--- src/rtl/miner_pkg.sv ---
// miner_pkg
// Shared definitions for the miner datapath.
//   - send_state_t        : encoding of the golden-nonce send state machine
//   - GOLDEN_NONCE_OFFSET : distance between the nonce register value at the
//                           moment a hit is flagged and the nonce that actually
//                           produced it. This is a function of the hasher unroll
//                           setting, and the control unit uses the same function.
package miner_pkg;

  typedef enum logic [1:0] {
    IDLE  = 2'd0,
    ACK   = 2'd1,
    DRAIN = 2'd2
  } send_state_t;

  // The pipeline is 2^(7 - loop_log2) stages deep, plus one cycle for the
  // golden-ticket register itself.
  function automatic logic [31:0] GOLDEN_NONCE_OFFSET(input int unsigned loop_log2);
    return (32'd1 << (7 - loop_log2)) + 32'd1;
  endfunction

endpackage

--- src/rtl/nonce_fifo_2w1r.sv ---
// nonce_fifo_2w1r
// Circular buffer of 32-bit words. It has two write ports and one read port.
//
// Ports:
//   clk, reset          : clock, asynchronous active-high reset
//   wr0_en / wr0_data   : write port 0. It takes priority when space is short.
//   wr1_en / wr1_data   : write port 1. Its word lands after port 0's word
//                         when both ports are accepted.
//   rd_en               : pops the head entry. It is ignored when empty.
//   rd_data             : head entry, read combinationally.
//   count               : occupancy, registered
//   wr0_accept          : port 0's write is stored this cycle
//   wr1_accept          : port 1's write is stored this cycle
//
// Space is judged from the occupancy at the start of the cycle. A pop in the
// same cycle does not make room for that cycle's writes.
module nonce_fifo_2w1r #(
  parameter int DEPTH_LOG2 = 3
) (
  input  logic                  clk,
  input  logic                  reset,
  input  logic                  wr0_en,
  input  logic [31:0]           wr0_data,
  input  logic                  wr1_en,
  input  logic [31:0]           wr1_data,
  input  logic                  rd_en,
  output logic [31:0]           rd_data,
  output logic [DEPTH_LOG2:0]   count,
  output logic                  wr0_accept,
  output logic                  wr1_accept
);

  localparam int DEPTH = 1 << DEPTH_LOG2;
  localparam logic [DEPTH_LOG2:0] FULL_COUNT = {1'b1, {DEPTH_LOG2{1'b0}}};
  localparam logic [DEPTH_LOG2:0] TWO        = (DEPTH_LOG2+1)'(2);

  logic [31:0]           mem [DEPTH];
  logic [DEPTH_LOG2-1:0] wr_ptr;
  logic [DEPTH_LOG2-1:0] rd_ptr;
  logic [DEPTH_LOG2-1:0] wr1_addr;
  logic [DEPTH_LOG2:0]   free_slots;
  logic [1:0]            n_wr;
  logic                  pop;

  assign free_slots = FULL_COUNT - count;
  assign wr0_accept = wr0_en && (free_slots != '0);
  // Port 1 needs a second free slot only when port 0 has already used one.
  assign wr1_accept = wr1_en && (wr0_accept ? (free_slots >= TWO) : (free_slots != '0));
  assign wr1_addr   = wr_ptr + DEPTH_LOG2'(wr0_accept);
  assign n_wr       = {1'b0, wr0_accept} + {1'b0, wr1_accept};
  assign pop        = rd_en && (count != '0);
  assign rd_data    = mem[rd_ptr];

  always_ff @(posedge clk or posedge reset) begin
    if (reset) begin
      wr_ptr <= '0;
      rd_ptr <= '0;
      count  <= '0;
    end else begin
      wr_ptr <= wr_ptr + DEPTH_LOG2'(n_wr);
      rd_ptr <= rd_ptr + DEPTH_LOG2'(pop);
      count  <= count + (DEPTH_LOG2+1)'(n_wr) - (DEPTH_LOG2+1)'(pop);
    end
  end

  // Storage is not reset. Stale contents are never read because count gates
  // every read.
  always_ff @(posedge clk) begin
    if (wr0_accept) mem[wr_ptr]   <= wr0_data;
    if (wr1_accept) mem[wr1_addr] <= wr1_data;
  end

endmodule

--- src/rtl/golden_nonce_queue.sv ---
// golden_nonce_queue
// Collects golden-nonce hits from the two hasher lanes and removes the
// pipeline offset from each one. It queues the corrected nonces and hands them
// to serial_transmit one word at a time.
//
// Ports:
//   clk          : hash clock
//   reset        : asynchronous, active-high
//   hit0, nonce0 : lane-0 golden ticket and the current nonce register
//   hit1, nonce1 : lane-1 golden ticket and the current nonce register
//   busy         : transmitter busy flag
//   send         : one-cycle transmit request
//   word         : corrected nonce. It is valid with send and held until the
//                  next send.
//   count        : queue occupancy
//   drop_count   : saturating count of hits lost to a full queue
//   dbg_state    : current send state (send_state_t encoding)
//
// Handshake with serial_transmit: send is a single-cycle request, and word is
// stable from that cycle onward. The transmitter accepts by raising busy and
// finishes by lowering it. A new request is made only from IDLE with busy low.
// If busy never rises within ACK_TIMEOUT cycles, the word counts as sent and
// is not retried. busy feeds only registered logic, so it has no
// combinational path to send.
module golden_nonce_queue #(
  parameter int LOOP_LOG2   = 2,
  parameter int DEPTH_LOG2  = 3,
  parameter int ACK_TIMEOUT = 15
) (
  input  logic                clk,
  input  logic                reset,
  input  logic                hit0,
  input  logic [31:0]         nonce0,
  input  logic                hit1,
  input  logic [31:0]         nonce1,
  input  logic                busy,
  output logic                send,
  output logic [31:0]         word,
  output logic [DEPTH_LOG2:0] count,
  output logic [15:0]         drop_count,
  output logic [1:0]          dbg_state
);

  import miner_pkg::*;

  localparam logic [31:0] OFFSET   = GOLDEN_NONCE_OFFSET(LOOP_LOG2);
  localparam logic [15:0] ACK_LAST = 16'(ACK_TIMEOUT - 1);

  send_state_t         state;
  logic [15:0]         ack_cnt;
  logic [31:0]         head;
  logic [DEPTH_LOG2:0] fifo_count;
  logic                acc0;
  logic                acc1;
  logic                issue;
  logic [1:0]          drops;

  // The subtraction wraps mod 2^32, so a nonce just past zero maps to the
  // top of the range.
  nonce_fifo_2w1r #(
    .DEPTH_LOG2 (DEPTH_LOG2)
  ) u_fifo (
    .clk        (clk),
    .reset      (reset),
    .wr0_en     (hit0),
    .wr0_data   (nonce0 - OFFSET),
    .wr1_en     (hit1),
    .wr1_data   (nonce1 - OFFSET),
    .rd_en      (issue),
    .rd_data    (head),
    .count      (fifo_count),
    .wr0_accept (acc0),
    .wr1_accept (acc1)
  );

  assign count     = fifo_count;
  assign dbg_state = state;

  // Pop the head in the same cycle that it is latched into word.
  assign issue = (state == IDLE) && (fifo_count != '0) && !busy;

  always_ff @(posedge clk or posedge reset) begin
    if (reset) begin
      state   <= IDLE;
      send    <= 1'b0;
      word    <= '0;
      ack_cnt <= '0;
    end else begin
      send <= 1'b0;
      case (state)
        IDLE: begin
          if (issue) begin
            send    <= 1'b1;
            word    <= head;
            ack_cnt <= '0;
            state   <= ACK;
          end
        end
        ACK: begin
          if (busy) begin
            state <= DRAIN;
          end else if (ack_cnt == ACK_LAST) begin
            state <= IDLE;
          end else begin
            ack_cnt <= ack_cnt + 16'd1;
          end
        end
        DRAIN: begin
          if (!busy) state <= IDLE;
        end
        default: state <= IDLE;
      endcase
    end
  end

  assign drops = {1'b0, hit0 & ~acc0} + {1'b0, hit1 & ~acc1};

  // Up to two drops can arrive per cycle. Clamp the count so it stops at
  // 0xFFFF and does not wrap.
  always_ff @(posedge clk or posedge reset) begin
    if (reset) begin
      drop_count <= '0;
    end else if (drop_count > (16'hFFFF - 16'(drops))) begin
      drop_count <= 16'hFFFF;
    end else begin
      drop_count <= drop_count + 16'(drops);
    end
  end

endmodule

--- config.mk ---
export PLATFORM = sky130hd
export DESIGN_NAME = golden_nonce_queue
export DESIGN_NICKNAME = d
export VERILOG_FILES = /design/src/rtl/miner_pkg.sv /design/src/rtl/nonce_fifo_2w1r.sv /design/src/rtl/golden_nonce_queue.sv
export SDC_FILE = /design/constraint.sdc
export NUM_CORES = 1
export LEC_CHECK = 0
export CAP_MARGIN = 20
export CORE_MARGIN = 8
export CORE_UTILIZATION = 50
export CTS_BUF_LIST = sky130_fd_sc_hd__clkbuf_8
export DETAILED_ROUTE_END_ITERATION = 8
export DONT_BUFFER_PORTS = 1
export GPL_TIMING_DRIVEN = 0
export MAX_ROUTING_LAYER = met4
export PLACE_DENSITY = 0.63
export SYNTH_ARGS = -nofsm -noshare
export SYNTH_HDL_FRONTEND = slang
export SYNTH_HIERARCHICAL = 1
export SYNTH_SLANG_ARGS = --single-unit
--- constraint.sdc ---
create_clock -name clk -period 4.75 [get_ports clk]
set_input_delay 0.7125 -clock clk [delete_from_list [all_inputs] [get_ports clk]]
set_output_delay 0.7125 -clock clk [all_outputs]
set_load 0.01 [all_outputs]
# Word level (Yosys, flattened, before mapping)
# Memory sizes are Yosys's and may differ from the RTL's. A register that Yosys moved wholly into a read port is not among the register bits.
# Cells that the tools add are included.
# Widths: inputs -> output; s select.
# totals
regBits	45
ramBits	256
in_bits	69
out_inout_bits	55
word_cells	65
mem_count	1
# mem_list
name	words	word_bits	read_ports	rd_clocked_by_memory_dff	write_ports	line	source
u_fifo.mem	8	32	1	1	2	nonce_fifo_2w1r.sv:37	logic [31:0] mem [DEPTH];
# classes
n_addsub	13
n_lt_le_gt_ge	2
n_eq_ne	8
mux	17
bitwise	4
n_reduce_logical	13
# ops
op	count
$mux 16	4
$sub 32x6->32 const B	2
$pmux 16 s2	1
$add 16x1->16 const B	1
$add 16x2->16	1
$eq 16x4->1 const B	1
$gt 16x16->1	1
$mux 2	4
$reduce_bool 4->1	2
$mux 1	7
$add 3x1->3	2
$ne 2x2->1 const B	3
$pmux 2 s3	1
$logic_and 1x1->1	5
$add 1x1->2	2
$add 4x2->4	1
$ge 4x2->1 const B	1
$reduce_and 4->1	1
$sub 1x3->4 const A	1
$sub 4x1->4	1
$sub 4x4->4 const A	1
$add 3x2->3	1
$ne 3x3->1 const B	1
$reduce_and 3->1	1
other kinds (9)	11

# Logic depth before layout (Yosys ltp)
# depth
word_depth	11
depth_mapped	15
ltp_nobuf	14

# By module
# Netlist, hierarchy kept.
# by_module_without_submodules
module	n_inst	cells_per_inst	area_per_inst_um2	seq_area_each_um2
nonce_fifo_2w1r	1	741	13700.6	7937.6
golden_nonce_queue	1	420	4120.2	1676.6

# Least setup slack after synthesis
# No wires, ideal clock.
# synth_path
kind	register to register
startpoint	register u_fifo.count[1]
endpoint	memory u_fifo.mem[1][0] (enable)
setup_time_ns	0.470
arrival_time_ns	3.691
required_time_ns	4.280
slack_ns	0.589
stages_incl_launch_ff	6
path_buffers	1
synth_period_minus_slack_ns	4.161
cell_sequence	dfrtp_1 -> or3_1 -> nand4_2 -> buf_6 -> nand3_1 -> o31ai_1
# synth_rtl
item	line	source
start: declaration	nonce_fifo_2w1r.sv:28	output logic [DEPTH_LOG2:0] count,
start signal: assignment	nonce_fifo_2w1r.sv:62	count <= count + (DEPTH_LOG2+1)'(n_wr) - (DEPTH_LOG2+1)'(pop);
end: declaration	nonce_fifo_2w1r.sv:37	

==> results.txt <==
In this run the core area contains 69 standard-cell rows. The number of buffers inserted by post-CTS setup repair came out at 0. The cell count after placement came out at 1641. Summed over all nets, wire length on met3 after detailed routing comes to 3400 µm.

The TritonCTS clock tree is yes. The final setup TNS came out at 0 ns. The total power density per cell area is 603 mW/mm². The final instance count without filler cells came out at 1754.

The number of slew-limit violations in the final report is 0. The multi-input logic area came out at 0.00783 mm². The chip width came out at 205 µm. The delay of the slowest critical-path stage is 0.62 ns. Counting both buffers and inverters, the worst setup path holds a total of 6. In this run the static leakage power is 7.35 nW.

Setup violations remaining at the end of the flow were counted as 0. The initial standard-cell utilization of the core is 0.505. The combined area of all synthesized cells is 0.0178 mm². Synthesis inferred around 330 register bits. The per-instance average area after synthesis came out at 15.3 µm². The storage element area came out at 0.00961 mm². The placeable core region is between 0.03 and 0.04 mm². The run finished with clean final reports. Clock-pin slew was measured on the worst setup and hold paths at 0.06 ns. The count of fill cells added during filler insertion came out at 2821. The top fanout value on the critical path came out at 18. The number of buffers created by CTS came out at 59. The slew of the pin with the lowest slew margin is approximately 1.1 ns. The antenna diode count is 0. Among all flip-flop cells after synthesis, the most frequent one is sky130_fd_sc_hd__edfxtp_1. The most frequent cell on the critical path is sky130_fd_sc_hd__ha_1. After detailed routing, the number of remaining DRC violations is 0. The worst setup path is captured at a flip-flop. The number of global-route vias before repair is 10900.

The sequential fraction of the synthesis area came out at 0.539. Yosys printed 6 warnings. The worst setup path is launched from a flip-flop. The placed wire-length estimate after detailed placement is 30100 µm.

The normalized max-slew margin came out at 0.254. Data on the critical path arrives at its endpoint at 4.63 ns. The final routed wire length divided by cell count is 26.2 µm. The total track usage is 0.227. The pin count of the biggest net entering global routing is 50. The clock sink total came out at 333. The length of the first detailed-routing pass in iterations came out at 5.

The total power after layout came out at between 10 and 15 mW. The post-cts sizing count came out at 0. The post-synthesis cell type count came out at 59. Buffers placed on the I/O ports in this run total 0. Synthesis produced a netlist whose cell count is approximately 1200.

Setup repair after global routing left no endpoint under its margin. The total routed wirelength is 45900 µm. The number of buffers between clock root and the deepest sink came out at 3.

The top cell types in the final layout, fill and taps aside, are sky130_fd_sc_hd__mux2_2, sky130_fd_sc_hd__edfxtp_1, sky130_fd_sc_hd__dfrtp_1. The count of flip-flops with a built-in enable after synthesis came out at 256. The level count of the clock H-tree came out at 2. The count of routing violations after the opening detailed-route iteration is 820. The maximum ir drop on the vdd rail is 0.000348 V. The via count is 10300.

From bottom edge to top edge, the die measures 205 µm. Of the available clock period, the critical path in the final layout requires 0.906. The clock latency on the worst-skew pair is between 0.6 and 0.7 ns. The net count of the finished layout came out at approximately 1300. The largest total area in the synthesized netlist belongs to sky130_fd_sc_hd__edfxtp_1. The detailed router used layers up to and including met4. After detailed routing, the wire length on met1 is 19200 µm.

The die area came out at 0.0419 mm². The time the worst path needs with I/O delays and setup is between 4 and 5 ns. The setup path with the least slack is of type reg -> reg. In this run the worst hold path is classified as in -> reg. The initial antenna violation count came out at 0.

The clock skew after layout came out at 0.0328 ns. The total count of hold-check failures in the final report is 0. The area growth from synthesis to layout is 12.3%.

The kind of cell adding the most delay to the critical path is buffers and inverters. The count of max-cap constraint violations came out at 0. Summed over all layers, the global routing overflow is 0. The number of top-level pins is 124. The slowest stage of the critical path belongs to the cell sky130_fd_sc_hd__a31o_2. The fraction of registers with async set/reset came out at 0.231. Walking the worst path, the cells encountered are inv_1 > ha_1 > nand4_2 > buf_6 > nand2_1 > inv_1 > ha_1 > ha_1 > xor2_1 > nor2_1 > and4_1 > buf_2 > buf_6 > a31o_2 > buf_16. By area the synthesized netlist is led by sky130_fd_sc_hd__edfxtp_1, sky130_fd_sc_hd__mux2_2, sky130_fd_sc_hd__dfrtp_1, sky130_fd_sc_hd__mux4_2, sky130_fd_sc_hd__mux2_4. The first-pass GRT wire length is 68800 µm. The synthesized net count is 1255. The data required time at the worst endpoint is 5.07 ns. At the end of routability-driven placement, the weighted congestion stood at 0.789. The count of nets left with antenna violations once routing finished came out at 0. The highest achievable clock rate came out at around 230 MHz. The area fraction of the dominant cell type after synthesis came out at 0.431. The share of cells above drive strength 1 is 0.405. The leading cell type in the layout, fill and taps excluded is sky130_fd_sc_hd__mux2_2. The via count normalized by instance count is 5.86. After detailed routing, the met2 layer carries 22300 µm of wire.

The buffer cell driving the clock tree root is sky130_fd_sc_hd__clkbuf_8.
state kept, by name, indices dropped and copies added (netlist names):
name	count
u_fifo/mem	256
word	32
ack_cnt	16
drop_count	16
u_fifo/count	4
u_fifo/rd_ptr	3
u_fifo/wr_ptr	3
dbg_state	2
send	1
where the power goes:
| part | internal, mW | leakage, nW | switching, mW |
|---|---|---|---|
| sequential | 4.35 | 3.31 | 0.448 |
| clock | 1.30 | 0.708 | 1.18 |
| combinational | 2.32 | 3.33 | 2.48 |
| total | 7.97 | 7.35 | 4.10 |
cell type report:
class                   count  area share
well taps                 461      0.0288
multi-input cells         745       0.392
repair buffers             20      0.0213
flip-flops and latches    333       0.481
clock inverters            47      0.0106
plain buffers              55      0.0171
clock buffers              65      0.0447
inverters                  28     0.00538
synth_stat cells (4+ instances only):
master,count
sky130_fd_sc_hd__a21oi_1,6
sky130_fd_sc_hd__dfrtp_1,77
sky130_fd_sc_hd__xnor2_1,40
sky130_fd_sc_hd__o21ai_0,10
sky130_fd_sc_hd__nor2b_1,8
sky130_fd_sc_hd__mux2_1,14
sky130_fd_sc_hd__or3_1,6
sky130_fd_sc_hd__nand2_1,40
sky130_fd_sc_hd__buf_6,13
sky130_fd_sc_hd__ha_1,22
sky130_fd_sc_hd__nor2_1,52
sky130_fd_sc_hd__nand3_1,12
sky130_fd_sc_hd__edfxtp_1,256
sky130_fd_sc_hd__nor4_1,13
sky130_fd_sc_hd__buf_2,18
sky130_fd_sc_hd__clkbuf_1,17
sky130_fd_sc_hd__and2_1,4
sky130_fd_sc_hd__nand2b_1,9
sky130_fd_sc_hd__nor3_1,18
sky130_fd_sc_hd__nor4b_1,5
sky130_fd_sc_hd__buf_4,4
sky130_fd_sc_hd__o31ai_1,6
sky130_fd_sc_hd__xor2_1,39
sky130_fd_sc_hd__mux4_2,64
sky130_fd_sc_hd__nor3b_1,4
sky130_fd_sc_hd__or4_1,5
sky130_fd_sc_hd__mux2_4,29
sky130_fd_sc_hd__and3_1,4
sky130_fd_sc_hd__nor4bb_1,4
sky130_fd_sc_hd__and4_1,7
sky130_fd_sc_hd__inv_1,28
sky130_fd_sc_hd__mux2_2,280
worst paths after layout:
| kind | from | endpoint | slack, ns | cells after the start |
|---|---|---|---|---|
| setup / recovery | u_fifo/count[0] | u_fifo/mem[0][2] | 0.45 | 15 |
| hold / removal | busy | dbg_state[0] | 0.21 | 1 |
| setup reg to reg | u_fifo/count[0] | u_fifo/mem[0][2] | 0.45 | 15 |
| hold reg to reg | u_fifo/rd_ptr[1] | u_fifo/rd_ptr[1] | 0.50 | 1 |
| max in group asynchronous | reset | word[9] | 3.63 | 3 |
| min in group asynchronous | reset | word[31] | 0.55 | 2 |
logic make-up after synthesis:
kind of cell    after synthesis  synth area share
simple gates                214            0.0709
mux                         387             0.291
buf+inv                      83            0.0251
fa+ha+maj                    25            0.0188
compound gates               38            0.0139
xor+xnor                     81            0.0407
flops                       333             0.539
metrics by stage:
step | area (µm²) | hold slack, ns | utilization | worst slack, ns
CTS | 20000 | 0.143 | 0.567 | 0.416
global placement | 18400 | 0.480 | 0.521 | -2.60
floorplan | 17800 | 0.461 | - | 0.589
global route | 20000 | 0.172 | 0.567 | 0.135
finish | 20000 | 0.209 | 0.567 | 0.448
detailed placement | 18900 | 0.487 | 0.535 | 0.404
routing by layer:
metal  GRT usage  vias up
met5           -        -
met2       0.366      335
li1            -     4676
met4      0.0653        0
met3      0.0489       70
met1       0.287     5200
timing repair:
| action | 4_1_cts | 5_1_grt |
|---|---|---|
| hold endpoints to repair | 28 | 0 |
| endpoints found under the setup margin | 0 | 0 |
| hold buffers | 1 | 0 |
No activity file was read; power rests on OpenSTA's default activity.
==> RTL edit (same settings) <==
`DEPTH_LOG2` is set to 3 in 2 places; all go to 4.
--- a/src/rtl/nonce_fifo_2w1r.sv
+++ b/src/rtl/nonce_fifo_2w1r.sv
@@ -15,7 +15,7 @@
 // Space is judged from the occupancy at the start of the cycle. A pop in the
 // same cycle does not make room for that cycle's writes.
 module nonce_fifo_2w1r #(
-  parameter int DEPTH_LOG2 = 3
+  parameter int DEPTH_LOG2 = 4
 ) (
   input  logic                  clk,
   input  logic                  reset,
--- a/src/rtl/golden_nonce_queue.sv
+++ b/src/rtl/golden_nonce_queue.sv
@@ -24,7 +24,7 @@
 // combinational path to send.
 module golden_nonce_queue #(
   parameter int LOOP_LOG2   = 2,
-  parameter int DEPTH_LOG2  = 3,
+  parameter int DEPTH_LOG2  = 4,
   parameter int ACK_TIMEOUT = 15
 ) (
   input  logic                clk,
Ports: changed (resized count); port bits go from 124 to 125. The function was not compared with the original's and may differ.
==> RTL edit against the unedited design <==
  * Wire length up 110%
  * Sequential cell count grew 259
  * Area after synthesis increased by 77%
  * Setup slack worse by 0.20 ns
  * Final cell count up 76%
  * Highest routed layer unchanged
  * Power grew 69%
  * Cell area increased by 79%
  * Via count increased by 86%
  * Sequential share of layout area rose by 0.51 points
  * Largest power group is now combinational logic
  * Synthesized cell count increased by 72%
  * Clock power up 86%
==> RTL edit: results (changes against the unedited design) <==
Post-CTS Setup Inserts: 7 (+7)
Setup WS pre-CTS: -0.528 ns (-0.931 ns)
Number of synthesized flops with an enable pin: 512 (+100%)
Number of global-route vias before repair: 19600 (+80%)
Nets: 2253 (+69%)
Ratio of cells with drive above 1 in the final layout: 0.429 (+0.0237)
Top cells by area, synth: edfxtp_1, mux2_2, mux4_2
Non-Filler Instances: 3092 (+76%)
First-pass GRT wire length: 138000 um (+100%)
Post-synth net total: 2097 (+67%)
Final Skew: 0.0313 ns (-0.00150 ns)
Part of the Yosys area used for sequential elements: 0.552 (+0.0123)
H-tree depth: 3 (+1)
Placed inst area: 33500 um2 (+78%)
Worst hold start: busy
CP max-delay cell: dfrtp_2
Reg2Reg Setup Slack: 0.25 ns (-0.20 ns)
Avg WL per Cell: 30.9 um (+18%)
CTS Buf Count: 105 (+78%)
Seq pwr share: 0.379 (-0.018)
Drt initial violations: 2158 (+160%)
Met2 Use GR: 0.439 (+0.0729)
Post-synth cell types: 65 (+10%)
WHS: 0.177 ns (-0.0326 ns)
Met3 routed WL: 7700 um (+130%)
Global Route met3 Usage: 0.0519 (+0.00309)
DR WL met2: 46200 um (+110%)
Sw Share: 0.347 (+0.00742)
Post-synth ARST share: 0.135 (-0.0961)
Synth top cells by count: edfxtp_1, mux2_2, mux4_2
Initial antenna violation count: 1 (+1)
Hold Crit Endpoint: dbg_state[1]$_DFFE_PP0P_
GRT Total Usage: 0.276 (+0.0491)
CTS root buf: clkbuf_8
Drt via density: 6.19 (+5.7%)
Count of cells resized by post-cts repair: 11 (+11)
Slowest stage delay, CP: 0.50 ns (-0.12 ns)
Clock share of power: 0.227 (+0.022)
Largest net degree at the start of global routing: 61 (+22%)
Post-detail-place hpwl: 64300 um (+110%)
Worst hold path type: in2reg
Status: complete, no violations
CP endpoint: u_fifo/mem[1][17]$_DFFE_PP_
Max FO, Critical Path: 13 (-5)
Power Dens Cells: 569 nW/um2 (-5.7%)
Peak VDD IR: 0.310 mV (-11%)
Final Wtd Congestion: 0.838 (+6.1%)
Wire length on met1: 38400 um (+100%)
Top Registers: u_fifo/mem (512), word (32)
Actual slew at the worst max-slew pin: 1.17 ns (+0.0579 ns)
Reg2reg start: u_fifo/count[1]$_DFF_PP0_
Clk_lat worst skew: 0.71 ns (+0.07 ns)
Min Tclk post-route: 4.50 ns (+0.199 ns)
[RTL edit: changes by cell type after synthesis, sizes merged, moves of 10 or more]
cell    before  now
edfxtp     256  512
xor2        39   29
mux4        64  160
o21bai       0   10
clkbuf      18   96
mux2       323  512
nand2       40  130
nand3       14   27
a21oi        6   16
buf         37   82
nor2        52   40
nand4        5   18
or4          7   21
[RTL edit: kinds of logic (layout without fill, tap and decap cells)]
group                      count (synthesis)  after routing  share of synthesized area
muxes                                    677            677                      0.306
DFF                                      592            592                      0.552
other                                      0              1                          0
xor gates and xnor gates                  76             76                     0.0211
buffers and inverters                    216            461                     0.0353
AOI/OAI and AO/OA                         75             75                     0.0171
adders and majority gates                 28             28                     0.0118
and+or+nand+nor                          336            336                     0.0568
[RTL edit: area by class of cell]
type                       count  area, um2
antenna                        1       2.50
buffer                       177        973
clock buffer                 123       1690
clock inverter                73        360
fill                        4970      26800
inverter                      38        145
multi-input combinational   1192      13200
sequential                   592      17400
tap                          846       1060
timing repair buffer          50        940
